File: src/rtl/timer_sched.sv
// timer_sched: programmable interval timer. A prescaler gates a width-bit
// up-counter; expiry produces a one-cycle tick, then the timer either
// re-arms (periodic) or parks in DONE (one-shot). Config is shadowed at start.
module timer_sched #(
  parameter int width     = 8,
  parameter int pre_width = 4
) (
  input  logic                 clk,
  input  logic                 rst,
  input  logic                 start,
  input  logic                 stop,
  input  logic                 periodic,
  input  logic [width-1:0]     period,
  input  logic [pre_width-1:0] prescale,
  output logic [width-1:0]     cnt,
  output logic                 tick,
  output logic                 busy,
  output logic                 done
);

  typedef enum logic [1:0] {
    IDLE = 2'd0,
    RUN  = 2'd1,
    DONE = 2'd2
  } state_e;

  state_e               state_q, state_d;
  logic [width-1:0]     n_s_q, n_s_d;
  logic [pre_width-1:0] p_s_q, p_s_d;
  logic                 per_s_q, per_s_d;
  logic [pre_width-1:0] pre_q, pre_d;
  logic [width-1:0]     cnt_q, cnt_d;
  logic                 tick_q, tick_d;
  logic                 busy_q, busy_d;
  logic                 done_q, done_d;

  // A start with period 0 is never accepted, so n_s_q-1 cannot underflow
  // while counting.
  logic             start_ok;
  logic [width-1:0] last_cnt;
  assign start_ok = start && (period != '0);
  assign last_cnt = n_s_q - width'(1);

  // Next-state, shadow capture, prescaler and counter sequencing.
  always_comb begin
    state_d = state_q;
    n_s_d   = n_s_q;
    p_s_d   = p_s_q;
    per_s_d = per_s_q;
    pre_d   = pre_q;
    cnt_d   = cnt_q;
    tick_d  = 1'b0;
    unique case (state_q)
      IDLE, DONE: begin
        cnt_d = '0;
        pre_d = '0;
        if (stop) begin
          state_d = IDLE;
        end else if (start_ok) begin
          state_d = RUN;
          n_s_d   = period;
          p_s_d   = prescale;
          per_s_d = periodic;
        end
      end
      RUN: begin
        if (stop) begin
          // Abort wins over any coincident expiry.
          state_d = IDLE;
          cnt_d   = '0;
          pre_d   = '0;
        end else if (start_ok) begin
          // Restart with fresh config; coincident expiry is dropped.
          n_s_d   = period;
          p_s_d   = prescale;
          per_s_d = periodic;
          cnt_d   = '0;
          pre_d   = '0;
        end else if (pre_q == p_s_q) begin
          pre_d = '0;
          if (cnt_q == last_cnt) begin
            cnt_d  = '0;
            tick_d = 1'b1;
            if (!per_s_q) state_d = DONE;
          end else begin
            cnt_d = cnt_q + width'(1);
          end
        end else begin
          pre_d = pre_q + pre_width'(1);
        end
      end
      default: begin
        state_d = IDLE;
        cnt_d   = '0;
        pre_d   = '0;
      end
    endcase
    busy_d = (state_d == RUN);
    done_d = (state_d == DONE);
  end

  // State and datapath registers with synchronous reset.
  always_ff @(posedge clk) begin
    if (rst) begin
      state_q <= IDLE;
      n_s_q   <= '0;
      p_s_q   <= '0;
      per_s_q <= 1'b0;
      pre_q   <= '0;
      cnt_q   <= '0;
      tick_q  <= 1'b0;
      busy_q  <= 1'b0;
      done_q  <= 1'b0;
    end else begin
      state_q <= state_d;
      n_s_q   <= n_s_d;
      p_s_q   <= p_s_d;
      per_s_q <= per_s_d;
      pre_q   <= pre_d;
      cnt_q   <= cnt_d;
      tick_q  <= tick_d;
      busy_q  <= busy_d;
      done_q  <= done_d;
    end
  end

  assign cnt  = cnt_q;
  assign tick = tick_q;
  assign busy = busy_q;
  assign done = done_q;

endmodule

File: config.mk
export PLATFORM = sky130hd
export DESIGN_NAME = timer_sched
export DESIGN_NICKNAME = d
export VERILOG_FILES = /design/src/rtl/timer_sched.sv
export SDC_FILE = /design/constraint.sdc
export NUM_CORES = 1
export LEC_CHECK = 0
export CAP_MARGIN = 20
export CORE_ASPECT_RATIO = 1.25
export CORE_UTILIZATION = 46
export DETAILED_ROUTE_END_ITERATION = 10
export GPL_ROUTABILITY_DRIVEN = 0
export PLACE_DENSITY = 0.74
export SLEW_MARGIN = 20
export SYNTH_ARGS = -nofsm -noshare
export SYNTH_HDL_FRONTEND = slang
export SYNTH_SLANG_ARGS = --single-unit
File: constraint.sdc
create_clock -name clk -period 1.95 [get_ports clk]
set_input_delay 0.39 -clock clk [delete_from_list [all_inputs] [get_ports clk]]
set_output_delay 0.39 -clock clk [all_outputs]
set_load 0.005 [all_outputs]
; After elaboration in Yosys (flattened, before gate mapping)
; Cells that the tools add are included.
[word_totals]
ff_bits = 30
in_bits = 17
out_inout_bits = 11
elab_cells = 40
[classes]
add_sub_neg = 3
n_eq_ne = 6
mux = 10
bitwise = 3
reduce_logical = 9
[ops]
columns = cell, n
row1 = 2-bit two-way mux, 7
row2 = 5-bit OR reduction, 2
row3 = "8-bit by 1-bit adder with 8-bit output, second input constant", 1
row4 = 8-bit == test, 1
row5 = 8-bit two-way mux, 1
row6 = 8-bit nonzero test, 1
row7 = "8-bit by 1-bit subtractor with 8-bit output, second input constant", 1
row8 = "4-bit by 1-bit adder with 4-bit output, second input constant", 1
row9 = "2-bit by 1-bit == test with 1-bit output, second input constant", 2
row10 = "2-bit == test, second input constant", 2
row11 = 4-bit == test, 1
row12 = 2-bit one-hot mux with 2 select lines, 1
row13 = 4-bit OR reduction, 1
row14 = 1-bit inverter, 3
row15 = 3-bit AND reduction, 1
row16 = 3-bit OR reduction, 1
row17 = 2-bit logical NOT, 1
row18 = 2-bit OR reduction, 1
row19 = 1-bit logical AND, 1
row20 = 1-bit two-way mux, 1

; Logic depth before layout (Yosys ltp)
; Gate-level depths: netlist of run 1.
[depth]
word_depth = 8
mapped_depth = 7
depth_no_buf = 7

; Worst setup path before layout of run 1
; OpenSTA, ideal clock, no wires.
[synth_timing]
path_type = reg2reg
from = reg n_s_q[0]
to = reg busy_q, in the netlist busy
setup_ns = 0.160
t_arrival_ns = 1.813
required_time_ns = 1.790
path_slack_ns = -0.024
stages_incl_launch_ff = 8
n_path_buf = 0
period_less_slack_ns = 1.974
cell_sequence = dfxtp_1 inv_1 ha_1 xnor2_1 nor2_1 nand4b_4 nor4_4 a221oi_1
[synth_via]
elab_chain_len = 8
[synth_rtl]
columns = item, line_no
row1 = from (decl), 28  ; logic [width-1:0] n_s_q, n_s_d;
row2 = from (signal assigned), 116  ; n_s_q <= n_s_d;
row3 = 8-bit by 1-bit subtractor with 8-bit output, 42  ; assign last_cnt = n_s_q - width'(1);
row4 = 8-bit == test, 81  ; if (cnt_q == last_cnt) begin
row5 = 2-bit two-way mux, 81
row6 = 2-bit two-way mux, 79  ; end else if (pre_q == p_s_q) begin
row7 = 2-bit two-way mux, 72  ; end else if (start_ok) begin
row8 = 2-bit two-way mux, 67  ; if (stop) begin
row9 = 2-bit one-hot mux with 2 select lines, 53  ; unique case (state_q)
row10 = 2-bit by 1-bit == test with 1-bit output, 98  ; busy_d = (state_d == RUN);
row11 = to (signal assigned), 122  ; busy_q <= busy_d;
row12 = to (decl), 34  ; logic busy_q, busy_d;
; Every way passes these cells.
; A chain may end at the register's enable or synchronous reset.

; Worst setup path after layout of run 1
[layout_timing]
from = in period[7]
to = reg cnt_q[7], in the netlist cnt[7]
[layout_via]
elab_chain_len = 3
[layout_rtl]
columns = item, line_no
row1 = from (decl), 13  ; input logic [width-1:0] period,
row2 = 8-bit nonzero test, 41  ; assign start_ok = start && (period != '0);
row3 = 1-bit logical AND, 41
row4 = 4-bit OR reduction (no line), --
row5 = to (signal assigned), 120  ; cnt_q <= cnt_d;
row6 = to (decl), 32  ; logic [width-1:0] cnt_q, cnt_d;
; Every way passes these cells.

==> impl_summary.log, run 1 <==
[metrics] hold worst-path end: n_s_q[4]
[metrics] static leakage power: about 0.91 nW
[metrics] number of enable-type register cells in the synthesized netlist: 0
[metrics] Clock Tree Root: sky130_fd_sc_hd__clkbuf_8
[metrics] routed vias/inst: 5.407
[metrics] most common cell after layout, fill and taps aside: sky130_fd_sc_hd__dfxtp_1
[metrics] layout cell share with drive strength beyond 1: 21.80%
[metrics] cts bufs inserted: 5
[metrics] prevailing post-synth register cell: sky130_fd_sc_hd__dfxtp_1
[metrics] Tot GR Track Use: ~22%
[metrics] maximum net fanout on the critical path: 7
[metrics] period utilisation layout: 97.71%
[metrics] initial antenna violation count: 0
[metrics] residual overflow from global routing: 0
[metrics] status: completed
[metrics] diode insertion count for antenna repair: 0
[metrics] element type at the critical path end: flop
[metrics] first-pass GRT wire length: 5761 um
[metrics] area delta synth->final: 35.37%
[metrics] count of endpoints failing setup in the final report: 0
[metrics] starting density of the core: 49.17%
[metrics] count of state elements after synthesis: 30
[metrics] summed instance area of the synthesized netlist: roughly 1600 um2
[metrics] number of hold buffers added after cts: 0
[metrics] startpoint types: input port
[metrics] TritonCTS clock tree: yes
[metrics] Yosys top cell area share: 37.56%
[metrics] sequential element share of the synthesized area: a little under two fifths
[metrics] H-tree level count: 2
[metrics] mean routed wirelength per cell: about 15 um
[metrics] wire length after detailed routing: between 3000 and 4000 um
[metrics] Clock transition at path regs: about 60 ps
[metrics] post-DP HPWL: between 2000 and 3000 um
[metrics] die height: between 60 and 70 um
[metrics] worst slew pin tran: 443.1 ps
[metrics] dominant cell type by area after synthesis: sky130_fd_sc_hd__dfxtp_1
[metrics] kind of path behind the tightest hold check: input port to flop
[metrics] reg-to-reg critical path startpoint: n_s_q[2]
[metrics] count of unique library cells instantiated by Yosys: 40
[metrics] time the worst path needs with I/O delays and setup: around 1900 ps
[metrics] TritonRoute pass-1 iters: 6
[metrics] IR Drop Worst-Case VDD: about 0.6 mV
[metrics] type of the worst setup path: input port to flop
[metrics] worst endpoint data arrival time: between 2000 and 2500 ps
[metrics] R2R setup slack: 100 ps
[metrics] die area: 3718 um2
[metrics] total of buffers placed on input and output ports: 27
[metrics] drc violations: 0
[metrics] largest cells by area after synthesis: sky130_fd_sc_hd__dfxtp_1 38%, sky130_fd_sc_hd__mux2i_1 8.1%, sky130_fd_sc_hd__xnor2_1 7.7%
[metrics] MaxCap Viol Count: 0
[metrics] hold path cells: 3
[metrics] Fin. Hold Viols: 0
[metrics] count of final max-slew check failures: 0
[metrics] power density cells: about 680 nW/um2
[metrics] via count of the first global-routing pass: between 1,000 and 1,500
[metrics] number of placement rows: 23
[metrics] Worst Hold Launch: period[4]
[metrics] Avg Inst Size Synth: between 9 and 10 um2
[metrics] vias after detailed routing: between 1,000 and 1,500
[metrics] fill count: ~270
[metrics] worst path setup slack after routing: roughly 45 ps
[metrics] Yosys warning count: 0
[metrics] final cell utilization of the core: around two thirds
[metrics] largest clock skew in the final design: around 5.6 ps
[metrics] final setup TNS: 0 ps
[metrics] endpoint of the most critical register-to-register path: tick
[metrics] most used cells in the layout excluding fill and tap cells: 30 x sky130_fd_sc_hd__dfxtp_1, 23 x sky130_fd_sc_hd__nor2_1, 19 x sky130_fd_sc_hd__clkdlybuf4s50_1
[metrics] headroom to the max-slew limit: 70.36%
[metrics] Syn Inst Count: between 150 and 200
[metrics] Max Root-Sink Buffers: 2
[metrics] highest achievable clock rate: roughly 0.52 GHz
[metrics] width of the die: 54.74 um
[metrics] First DRT Iteration DRCs: 17
[metrics] CTS Sinks: 30
[metrics] Place WS: -445.4 ps
[metrics] Reg2Reg Depth: 6
[metrics] fraction of registers with async set/reset: 0%
[metrics] antenna-violating nets left: 0
[metrics] required time of the critical path: 2160 ps
[metrics] net total in the final layout: 230
[metrics] setup repair after global routing missed its margin: true
[metrics] total nets after synthesis: between 150 and 200
[metrics] smallest hold slack: a little over 400 ps
[metrics] cell total after placement: between 200 and 250
[metrics] floorplan core area: between 3000 and 4000 um2
[metrics] maximum number of pins on one net before global-route repair: 14
[metrics] count of pins on the block boundary: 28
[metrics] clock latency reported for the late side of the worst-skew pair: approximately 280 ps
[metrics] Layout Cells excl Fill: roughly 250
-- layer usage --
metal,vias to the layer above,GRT usage (%),routed length (um)
met3,7,3.556,88
met2,25,41.11,2054
met1,644,23.73,1396
met4,0,10.90,68
li1,665,-,-
met5,-,0,0
-- worst max-delay path: stages --
cell	delay, ps
sky130_fd_sc_hd__dlygate4sd2_1	250
sky130_fd_sc_hd__or4_4	550
sky130_fd_sc_hd__o21ai_4	180
sky130_fd_sc_hd__or3b_4	420
sky130_fd_sc_hd__buf_6	160
sky130_fd_sc_hd__nor3_2	160
-- state kept, by name, summed over array words and instances (netlist names) --
signal / flops
tick: 1
n_s_q: 8
p_s_q: 4
per_s_q: 1
busy: 1
pre_q: 4
cnt: 8
state_q: 2
done: 1
-- layout make-up --
type | count | area (um2) | area share (%)
Tap cell | 37 | 46.29 | 2.139
Clock inverter | 1 | 30.03 | 1.387
Clock buffer | 7 | 76.32 | 3.526
Multi-Input combinational cell | 121 | 962.2 | 44.45
Timing Repair Buffer | 46 | 426.7 | 19.71
Sequential cell | 30 | 600.6 | 27.75
Inverter | 6 | 22.52 | 1.040
-- what timing repair did --
| item | in CTS | in global routing |
|---|---|---|
| cloned | 0 | 0 |
| pin swaps | 4 | 3 |
| buffers inserted | 1 | 1 |
| endpoints found under the setup margin | 30 | 12 |
| gates resized for setup | 13 | 6 |
-- power by group --
group          internal, mW  switching (mW)
Sequential            0.629          0.0189
Combinational         0.113           0.105
Clock                 0.382           0.221
Total                  1.12           0.345
-- cell families after synthesis --
family          Yosys count  share of synthesized area, %
compound gates           19                         8.842
xor+xnor                 20                         10.95
fa+ha+maj                 3                         2.348
buf+inv                  14                         5.477
flops                    30                         37.56
mux                      13                         8.137
simple gates             66                         26.68
-- Yosys cell counts, drive strengths merged (2+ instances only) --
master and instances:
dfxtp 30, nor2 24, xnor2 14, mux2i 13, nor3 13, a21oi 7, nand2 7, buf 6
inv 6, xor2 6, o31ai 4, ha 3, nand3 3, a21o 2, a221oi 2, and3 2
clkbuf 2, nand2b 2, nor2b 2, nor4 2, or3b 2, or4 2
-- through the flow --
step / total power [mW] / area, um2
6_report: 1.468 / 2165
5_1_grt: 1.527 / 2165
4_1_cts: 1.468 / 2127
2_1_floorplan: 0.7858 / 1599
3_3_place_gp: 0.8517 / 1991
3_5_place_dp: 0.8623 / 1991
-- how the worst max path moves through the flow --
stage / endpoint / startpoint
detailed placement: cnt[3] / period[4]
global placement: cnt[4] / period[4]
global route: cnt[3] / period[7]
floorplan: busy / n_s_q[0]
CTS: busy / n_s_q[2]
finish: cnt[7] / period[7]
(Power assumes the default switching activity.)
==> inputs of run 2 (changes only) <==
CORE_MARGIN = 2   (was unset)
SETUP_SLACK_MARGIN = 0.05   (was unset)
==> run 2 against run 1 <==
Register-to-register slack improved by 30 ps. Sequential share of layout area down 0.20 points. Non-clock buffer count grew 5. Via count up 1.9%. Design area up 1.6%. Total power up 0.73%. Wire length grew 5.6%. First-iteration DRC count grew to 2.8 times the previous value. Setup slack gained 79 ps. Combinational power hardly changed. Critical path type unchanged. Largest power group unchanged.
==> impl_summary.log, run 2 (synthesis results as in run 1) <==
[metrics] status: completed
[metrics] area delta synth->final: 37.48%
[metrics] Clock transition at path regs: 70 ps (about the same)
[metrics] required time of the critical path: 2180 ps (+20 ps)
[metrics] setup repair after global routing missed its margin: true
[metrics] fill count: 267 (-0.74%)
[metrics] cell with the largest stage delay on the worst path: sky130_fd_sc_hd__or3b_2
[metrics] die area: 3967 um2 (+6.7%)
[metrics] final setup TNS: 0 ps (unchanged)
[metrics] hold path cells: 3 (unchanged)
[metrics] routed vias/inst: 5.403 (about the same)
[metrics] most used cells in the layout excluding fill and tap cells: 26 x sky130_fd_sc_hd__dfxtp_1, 22 x sky130_fd_sc_hd__nor2_1, 19 x sky130_fd_sc_hd__clkdlybuf4s50_1
[metrics] R2R setup slack: 130 ps (+30 ps)
[metrics] width of the die: 56.74 um (+3.7%)
[metrics] kind of path behind the tightest hold check: input port to flop
[metrics] delay of the slowest cell on the worst path: 460 ps (-90 ps)
[metrics] headroom to the max-slew limit: 70.90% (+0.55 points)
[metrics] maximum net fanout on the critical path: 10 (+3)
[metrics] number of placement rows: 23 (unchanged)
[metrics] antenna-violating nets left: 0 (unchanged)
[metrics] count of final max-slew check failures: 0 (unchanged)
[metrics] kind of cell adding the most delay to the critical path: simple AND/OR/NAND/NOR gates
[metrics] first-pass GRT wire length: 6203 um (+7.7%)
[metrics] starting density of the core: 49.17% (unchanged)
[metrics] Tot GR Track Use: 20.36% (-2.0 points)
[metrics] First DRT Iteration DRCs: 47 (+30)
[metrics] reg-to-reg critical path startpoint: n_s_q[0]
[metrics] Worst Hold Launch: period[1]
[metrics] total of buffers placed on input and output ports: 27 (unchanged)
[metrics] H-tree level count: 2 (unchanged)
[metrics] Clock Tree Root: sky130_fd_sc_hd__clkbuf_8
[metrics] time the worst path needs with I/O delays and setup: 1827 ps (-78.80 ps)
[metrics] maximum number of pins on one net before global-route repair: 17 (+3)
[metrics] WP buf/inv: 2 (unchanged)
[metrics] via count of the first global-routing pass: 1,392 (+7.2%)
[metrics] floorplan core area: 3252 um2 (unchanged)
[metrics] TritonCTS clock tree: yes
[metrics] mean routed wirelength per cell: 15.05 um (+3.5%)
[metrics] power density cells: 672.8 nW/um2 (-0.82%)
[metrics] number of hold buffers added after cts: 0 (unchanged)
[metrics] clock latency reported for the late side of the worst-skew pair: 280 ps (about the same)
[metrics] MaxCap Viol Count: 0 (unchanged)
[metrics] count of endpoints failing setup in the final report: 0 (unchanged)
[metrics] Fin. Hold Viols: 0 (unchanged)
[metrics] post-DP HPWL: 2841 um (+1.2%)
[metrics] largest clock skew in the final design: 5.416 ps (-0.1624 ps)
[metrics] type of the worst setup path: input port to flop
[metrics] TritonRoute pass-1 iters: 4 (-2)
[metrics] wire length after detailed routing: 3808 um (+5.6%)
[metrics] die height: 69.92 um (+2.9%)
[metrics] static leakage power: 0.9145 nW (+0.32%)
[metrics] initial antenna violation count: 0 (unchanged)
[metrics] overall power after layout: 1.479 mW (+0.73%)
[metrics] smallest hold slack: 359.6 ps (-50.79 ps)
[metrics] layout cell share with drive strength beyond 1: 30.56% (+8.8 points)
[metrics] worst slew pin tran: 430.4 ps (-12.77 ps)
[metrics] Reg2Reg Depth: 7 (+1)
[metrics] Max Root-Sink Buffers: 2 (unchanged)
[metrics] drc violations: 0 (unchanged)
[metrics] most common cell after layout, fill and taps aside: sky130_fd_sc_hd__dfxtp_1
[metrics] residual overflow from global routing: 0 (unchanged)
[metrics] element type at the critical path end: flop
[metrics] IR Drop Worst-Case VDD: 0.7639 mV (+29%)
[metrics] endpoint of the most critical register-to-register path: tick
[metrics] vias after detailed routing: 1,367 (+1.9%)
[metrics] ordered cell list for the critical path: clkdlybuf4s50_1 > or3b_2 > or3b_1 > buf_6 > nor2_4 > a21o_1
[metrics] diode insertion count for antenna repair: 0 (unchanged)
[metrics] net total in the final layout: 235 (+2.2%)
[metrics] CTS Sinks: 30 (unchanged)
[metrics] hold worst-path end: n_s_q[1]
[metrics] highest achievable clock rate: 0.5475 GHz (+4.3%)
[metrics] period utilisation layout: 93.67% (-4.0 points)
[metrics] count of pins on the block boundary: 28 (unchanged)
[metrics] startpoint types: input port
[metrics] cts bufs inserted: 5 (unchanged)
[metrics] worst endpoint data arrival time: 2060 ps (-50 ps)
[run 2: cell types whose count changed in the layout (fill, tap and decap cells not counted), sizes merged]
| cell | before | now |
|---|---|---|
| buf | 19 | 24 |
| clkbuf | 7 | 11 |
| clkdlybuf4s15 | 0 | 2 |
| clkinv | 0 | 2 |
| dlygate4sd2 | 7 | 0 |
| dlymetal6s2s | 1 | 0 |
[run 2: per-stage QoR]
| stage | util, % | setup WS (ps) | instance area [um2] | std cells |
|---|---|---|---|---|
| finish | 67.60 | 123.4 | 2198 | 253 |
| global route | 67.60 | 3.673 | 2198 | 253 |
| CTS | 66.45 | 50.39 | 2161 | 252 |
| detailed placement | 61.25 | -455.6 | 1992 | 238 |
| global placement | 61.25 | -389.8 | 1992 | 238 |
| floorplan | - | 62.07 | 1600 | 165 |
[run 2: routing by layer]
layer	share of wire, %	track usage [%]	up-vias
met5	0	0	-
met4	2.8	9.819	0
met3	3.1	4.444	10
met2	56	39.41	34
met1	38	19.61	652
li1	-	-	671
[run 2: power breakdown]
group / total [mW] / switching, mW / internal, mW / leakage (nW)
Sequential: 0.647 / 0.0176 / 0.630 / 0.245
Clock: 0.611 / 0.236 / 0.375 / 0.0579
Combinational: 0.221 / 0.104 / 0.117 / 0.611
Total: 1.48 / 0.357 / 1.12 / 0.915
[run 2: cell type report]
cell class	count	area (um2)	area share (%)
multi-input cells	121	959.7	43.65
flip-flops and latches	30	605.6	27.55
repair buffers	51	455.4	20.72
clock buffers	5	68.82	3.130
well taps	37	46.29	2.106
clock inverters	3	40.04	1.821
inverters	6	22.52	1.024
[run 2: worst max-delay path by stage]
| stage | start | to | slack (ps) | cells after the start |
|---|---|---|---|---|
| final | stop | state_q[1] | 120 | 6 |
| after global routing | n_s_q[0] | tick | 4 | 7 |
| after CTS | period[3] | n_s_q[5] | 50 | 9 |
| after detailed placement | period[4] | state_q[1] | -460 | 7 |
| after global placement | period[4] | done | -390 | 7 |
| after floorplan | n_s_q[0] | busy | 60 | 7 |
[run 2: worst min-delay path: stages]
cell,delay [ps]
sky130_fd_sc_hd__clkbuf_2,90
sky130_fd_sc_hd__mux2i_1,60
sky130_fd_sc_hd__nor2_1,70
[run 2: what timing repair did]
item / in CTS / in global routing
endpoints found under the hold margin: 0 / 0
pin swaps: 7 / 11
setup endpoints to repair: 30 / 25
resized for setup: 19 / 22
setup buffers: 6 / 1
==> inputs of run 3 (changes only) <==
CAP_MARGIN = 10   (was 20)
==> results of run 3 <==
No change in the layout: final DEF, timing and power equal those of run 2.
